===== config.mk =====
export PLATFORM = sky130hd
export DESIGN_NAME = bg_pixel_reader
export DESIGN_NICKNAME = d
export VERILOG_FILES = /design/src/rtl/bg_pixel_reader.sv
export SDC_FILE = /design/constraint.sdc
export NUM_CORES = 1
export LEC_CHECK = 0
export BUFFER_PORTS_ARGS = -buffer_cell sky130_fd_sc_hd__buf_2
export CORE_MARGIN = 5
export CORE_UTILIZATION = 35
export CTS_CLUSTER_SIZE = 12
export DETAILED_ROUTE_END_ITERATION = 10
export HOLD_SLACK_MARGIN = 0.12
export PLACE_DENSITY = 0.64
export SETUP_SLACK_MARGIN = 0.4
export SLEW_MARGIN = 20
export SYNTH_ARGS = -nofsm -noshare
export SYNTH_HDL_FRONTEND = slang
export SYNTH_SLANG_ARGS = --single-unit

===== constraint.sdc =====
create_clock -name Clk -period 1.7 [get_ports Clk]
set_input_delay 0 -clock Clk [delete_from_list [all_inputs] [get_ports Clk]]
set_output_delay 0 -clock Clk [all_outputs]
set_load 0.02 [all_outputs]

===== src/rtl/bg_pixel_reader.sv =====
// Background tile pixel reader: walks a TILE_W x TILE_H frame RAM in raster order with a
// horizontal tile scroll, and realigns the RAM read data with its screen coordinates.
module bg_pixel_reader #(
   parameter int TILE_W = 20,
   parameter int TILE_H = 20,
   parameter int AW     = 19
) (
   input  logic          Clk,
   input  logic          Reset_n,
   input  logic          frame_start,
   input  logic          pixel_en,
   input  logic          active_video,
   input  logic [9:0]    DrawX,
   input  logic [9:0]    DrawY,
   input  logic [4:0]    scroll_x,
   input  logic [4:0]    ram_data,
   output logic [AW-1:0] read_address,
   output logic [4:0]    pixel_idx,
   output logic          pixel_valid,
   output logic [9:0]    pix_x,
   output logic [9:0]    pix_y
);

   localparam int COL_W = $clog2(TILE_W);
   localparam int ROW_W = $clog2(TILE_H);
   localparam int RB_W  = $clog2(TILE_W * TILE_H);

   localparam logic [COL_W-1:0] COL_LAST = COL_W'(TILE_W - 1);
   localparam logic [COL_W-1:0] COL_ONE  = COL_W'(1);
   localparam logic [ROW_W-1:0] ROW_LAST = ROW_W'(TILE_H - 1);
   localparam logic [ROW_W-1:0] ROW_ONE  = ROW_W'(1);
   localparam logic [RB_W-1:0]  ROW_STEP = RB_W'(TILE_W);

   typedef enum logic [1:0] {
      WAIT_FRAME,
      LINE,
      HBLANK
   } state_t;

   state_t           state;
   logic [COL_W-1:0] col;
   logic [COL_W-1:0] scroll_q;
   logic [ROW_W-1:0] row;
   logic [RB_W-1:0]  row_base;
   logic [RB_W-1:0]  addr_sum;
   logic             fetch;

   logic             vld_p0;
   logic             vld_p1;
   logic [9:0]       x_p0;
   logic [9:0]       y_p0;
   logic [9:0]       x_p1;
   logic [9:0]       y_p1;

   // frame_start has priority over a fetch on the same edge
   assign fetch    = pixel_en && active_video && !frame_start &&
                     (state == LINE || state == HBLANK);
   assign addr_sum = row_base + RB_W'(col);

   always_ff @(posedge Clk or negedge Reset_n) begin
      if (!Reset_n) begin
         state        <= WAIT_FRAME;
         col          <= '0;
         scroll_q     <= '0;
         row          <= '0;
         row_base     <= '0;
         read_address <= '0;
         vld_p0       <= 1'b0;
         vld_p1       <= 1'b0;
         pixel_valid  <= 1'b0;
         pixel_idx    <= '0;
         pix_x        <= '0;
         pix_y        <= '0;
      end else begin
         // Stage p0 -> p1 -> output: advances every Clk so latency ignores pixel_en spacing
         vld_p0      <= fetch;
         vld_p1      <= vld_p0;
         pixel_valid <= vld_p1;
         if (vld_p1) begin
            pixel_idx <= ram_data;
            pix_x     <= x_p1;
            pix_y     <= y_p1;
         end

         if (frame_start) begin
            state    <= HBLANK;
            row      <= '0;
            row_base <= '0;
            col      <= COL_W'(scroll_x);
            scroll_q <= COL_W'(scroll_x);
         end else if (pixel_en) begin
            if (fetch) begin
               state        <= LINE;
               read_address <= AW'(addr_sum);
               col          <= (col == COL_LAST) ? '0 : col + COL_ONE;
            end else if (state == LINE) begin
               state    <= HBLANK;
               col      <= scroll_q;
               row      <= (row == ROW_LAST) ? '0 : row + ROW_ONE;
               row_base <= (row == ROW_LAST) ? '0 : row_base + ROW_STEP;
            end
         end
      end
   end

   // Coordinate pipeline: data only, qualified by vld_p0/vld_p1
   always_ff @(posedge Clk) begin
      if (fetch) begin
         x_p0 <= DrawX;
         y_p0 <= DrawY;
      end
      x_p1 <= x_p0;
      y_p1 <= y_p0;
   end

endmodule

==> flow_summary_export.csv <==
group,metric,value,unit
clock_network,numClockSinks,101,
clock_network,clk_latency,350,ps
global_routing,grt_pass1_wl,12300,microns
place,gp_congestion,0.766,
sta,period_share,92.7,%
pwr,vdd_drop_max,0.542,mV
worst_setup_path,startpoint_type,"flip-flop",
cells_and_area,fin_util,47.4,%
die,die_w,114,microns
place,port_buffers,69,
route,routedWlPerCell,13.5,microns
outcome,status,"finished clean",
cells_and_area,layout.cells.most_common,"buf_2",
clock_network,cts_tree,"yes",
synth,ys_warn_count,0,
cells_and_area,final_cell_mix,"69 x buf_2, 58 x dfrtp_1, 33 x dlygate4sd3_1, 27 x mux2_2, 26 x nand2_1",
clock_network,clk_path_buf_depth,2,
worst_setup_path,cp.arrival,1820,ps
sta,finalHoldViolations,0,
clock_network,htree_levels,3,
route,route.detailed.drc,0,
global_routing,grt_pass1_vias,2593,
synth,synth_top_area_share,40.1,%
hold_path,hold_path.class,"in -> reg",
global_routing,antenna_found_initial,0,
route,drtPass1Iterations,4,
pwr,comb_power_share,22.2,%
worst_setup_path,worstSetupPathType,"reg -> reg",
pwr,total_leakage_power,2.26,nW
global_routing,grtUsageTotal,11.8,%
worst_setup_path,cp.required,1940,ps
cells_and_area,syn_to_final_growth,33.7,%
pwr,power_switching,0.00167,W
synth,syn_area,3810,sq um
synth,synthesis.instances,282,
synth,synth_edf_count,20,
synth,syn_avg_cell_area,13.5,sq um
pwr,pwr-share-seq,51.7,%
pwr,powerDensity,1120,nW/um^2
pwr,p_clk_share,26.1,%
synth,ys_ff_latch,101,
route,num_vias,2484,
cells_and_area,drive_gt1_share,38.5,%
clock_network,path_clk_slew,90,ps
route,wirelength,7390,microns
die,die-area,13100,sq um
synth,yosysTopAreaCell,"dfrtp_1",
route,ant_nets,0,
die,start_util,35.4,%
route,vias_per_cell,4.53,
pwr,p_int,0.00402,W
sta,fin_tns_setup,0,ps
cells_and_area,antenna_cells,0,
die,pin_count,80,
die,die_h,114,microns
die,rows,38,
global_routing,grt_overflow_total,0,
synth,synth_cell_type_count,49,
synth,ys_seq_area_share,66.4,%
synth,yosys_most_used_dff,"dfrtp_1",
sta,fin_skew,11.3,ps
sta,rsz0062_at_grt,"true",
synth,async_reset_ff_share,60.4,%
clock_network,cts_buffers,9,
global_routing,grt_max_degree,62,
sta,max_freq,635,MHz
route,first_iter_violations,119,
worst_setup_path,endpoint_kind,"flip-flop",
clock_network,root_buffer,"clkbuf_8",
sta,maxSlewViolCount,0,
die,coreArea,10700,sq um
synth,synthTopCellsByArea,"dfrtp_1 40%, edfxtp_1 16%, dfxtp_1 11%",
job,cap_viol_max_count,0,
worst_setup_path,crit_fanout,8,
sta,finalSetupViolCount,0,
pwr,p_sw_share,29.4,%
sta,min_period,1580,ps
place,dp_hpwl,4980,microns
cells_and_area,fin_nets,445,
[cell type report]
| cell class | count | area [sq um] |
|---|---|---|
| clock inverters | 6 | 70.1 |
| inverters | 8 | 32.5 |
| fillers | 959 | 5660 |
| multi-input cells | 164 | 1300 |
| well taps | 140 | 175 |
| flip-flops and latches | 101 | 2530 |
| repair buffers | 119 | 857 |
| clock buffers | 10 | 128 |
[path summary, 6_finish.rpt]
path                        startpoint  depth (start not counted)  slack [ps]           to
max reg2reg                   state[0]                          6         120  row_base[6]
max                           state[0]                          6         120  row_base[6]
min reg2reg                    y_p0[0]                          0         350      y_p1[0]
min                        frame_start                          2         150       row[4]
max in group asynchronous      Reset_n                          3        1210       col[2]
min in group asynchronous      Reset_n                          3         180     pix_y[5]
[timing repair]
item                       4_1_cts  5_1_grt
setup buffers                    5        4
hold buffers                    33        0
setup endpoints to repair       49       49
hold endpoints to repair        97        0
gates resized for setup         17        6
pin swaps                        8        6
[layer usage]
layer  track usage, %  wire (microns)  vias to the layer above
met5                0               0                        -
li1                 -               -                     1219
met4             3.80             106                        0
met1             15.1            3330                     1181
met3             3.65             482                       11
met2             19.1            3470                       73
[sequential cells by signal, summed over array words and instances (netlist names)]
register / flops
pixel_valid: 1
y_p0: 10
vld_p0: 1
vld_p1: 1
scroll_q: 5
x_p1: 10
x_p0: 10
y_p1: 10
row: 5
row_base: 7
pix_y: 10
pix_x: 10
state: 2
pixel_idx: 5
read_address: 9
col: 5
[Yosys cell counts, types with 2 or more instances]
cell / number
a21o_1: 5
a21oi_1: 11
a22o_1: 6
a31oi_1: 2
buf_2: 5
buf_4: 12
dfrtp_1: 61
dfxtp_1: 20
edfxtp_1: 20
ha_1: 7
inv_1: 7
mux2_2: 27
mux2i_1: 3
nand2_1: 29
nand2b_1: 2
nand3_1: 4
nand4_1: 3
nor2_1: 6
nor2b_1: 2
nor3b_1: 2
o21ai_0: 11
o21ai_1: 6
o31ai_1: 2
xnor2_1: 4
[cell families (layout without fill, tap and decap cells)]
group           count (synthesis)  after routing  share of synthesized area [%]
fa+ha+maj                       7              7                           2.30
flops                         101            101                           66.4
mux                            31             31                           9.07
simple gates                   59             59                           8.28
compound gates                 52             52                           8.78
other cells                     1             10                         0.0985
xor+xnor                        5              5                           1.15
buf+inv                        26            143                           3.91
[power by group through the flow]
| stage | Sequential, W | Combinational, W | Clock [W] |
|---|---|---|---|
| after detailed placement | 0.00300 | 0.00114 | 0 |
| after CTS | 0.00295 | 0.00126 | 0.00154 |
| after global placement | 0.00298 | 0.00111 | 0 |
| after global routing | 0.00299 | 0.00136 | 0.00165 |
| final | 0.00294 | 0.00127 | 0.00149 |
| after floorplan | 0.00326 | 0.000435 | 0 |
[worst max-delay path: stages, from the launching register on]
cell and delay [ps]:
dfrtp_1 420, ha_4 280, nand2b_4 140, a31oi_4 100, buf_12 160, a21o_1 150, a22o_1 220
[metrics by stage]
stage / hold slack, ps / std cells / instance area (sq um) / setup slack, ps / power, W
CTS: 140 / 544 / 5040 / 128 / 0.00575
global route: 168 / 548 / 5090 / 66.4 / 0.00600
floorplan: -296 / 291 / 3880 / 139 / 0.00369
global placement: 38.2 / 490 / 4380 / 61.5 / 0.00409
detailed placement: 45.8 / 490 / 4380 / 59.5 / 0.00413
finish: 155 / 548 / 5090 / 124 / 0.00570
Power figures use the tool's default switching activity.
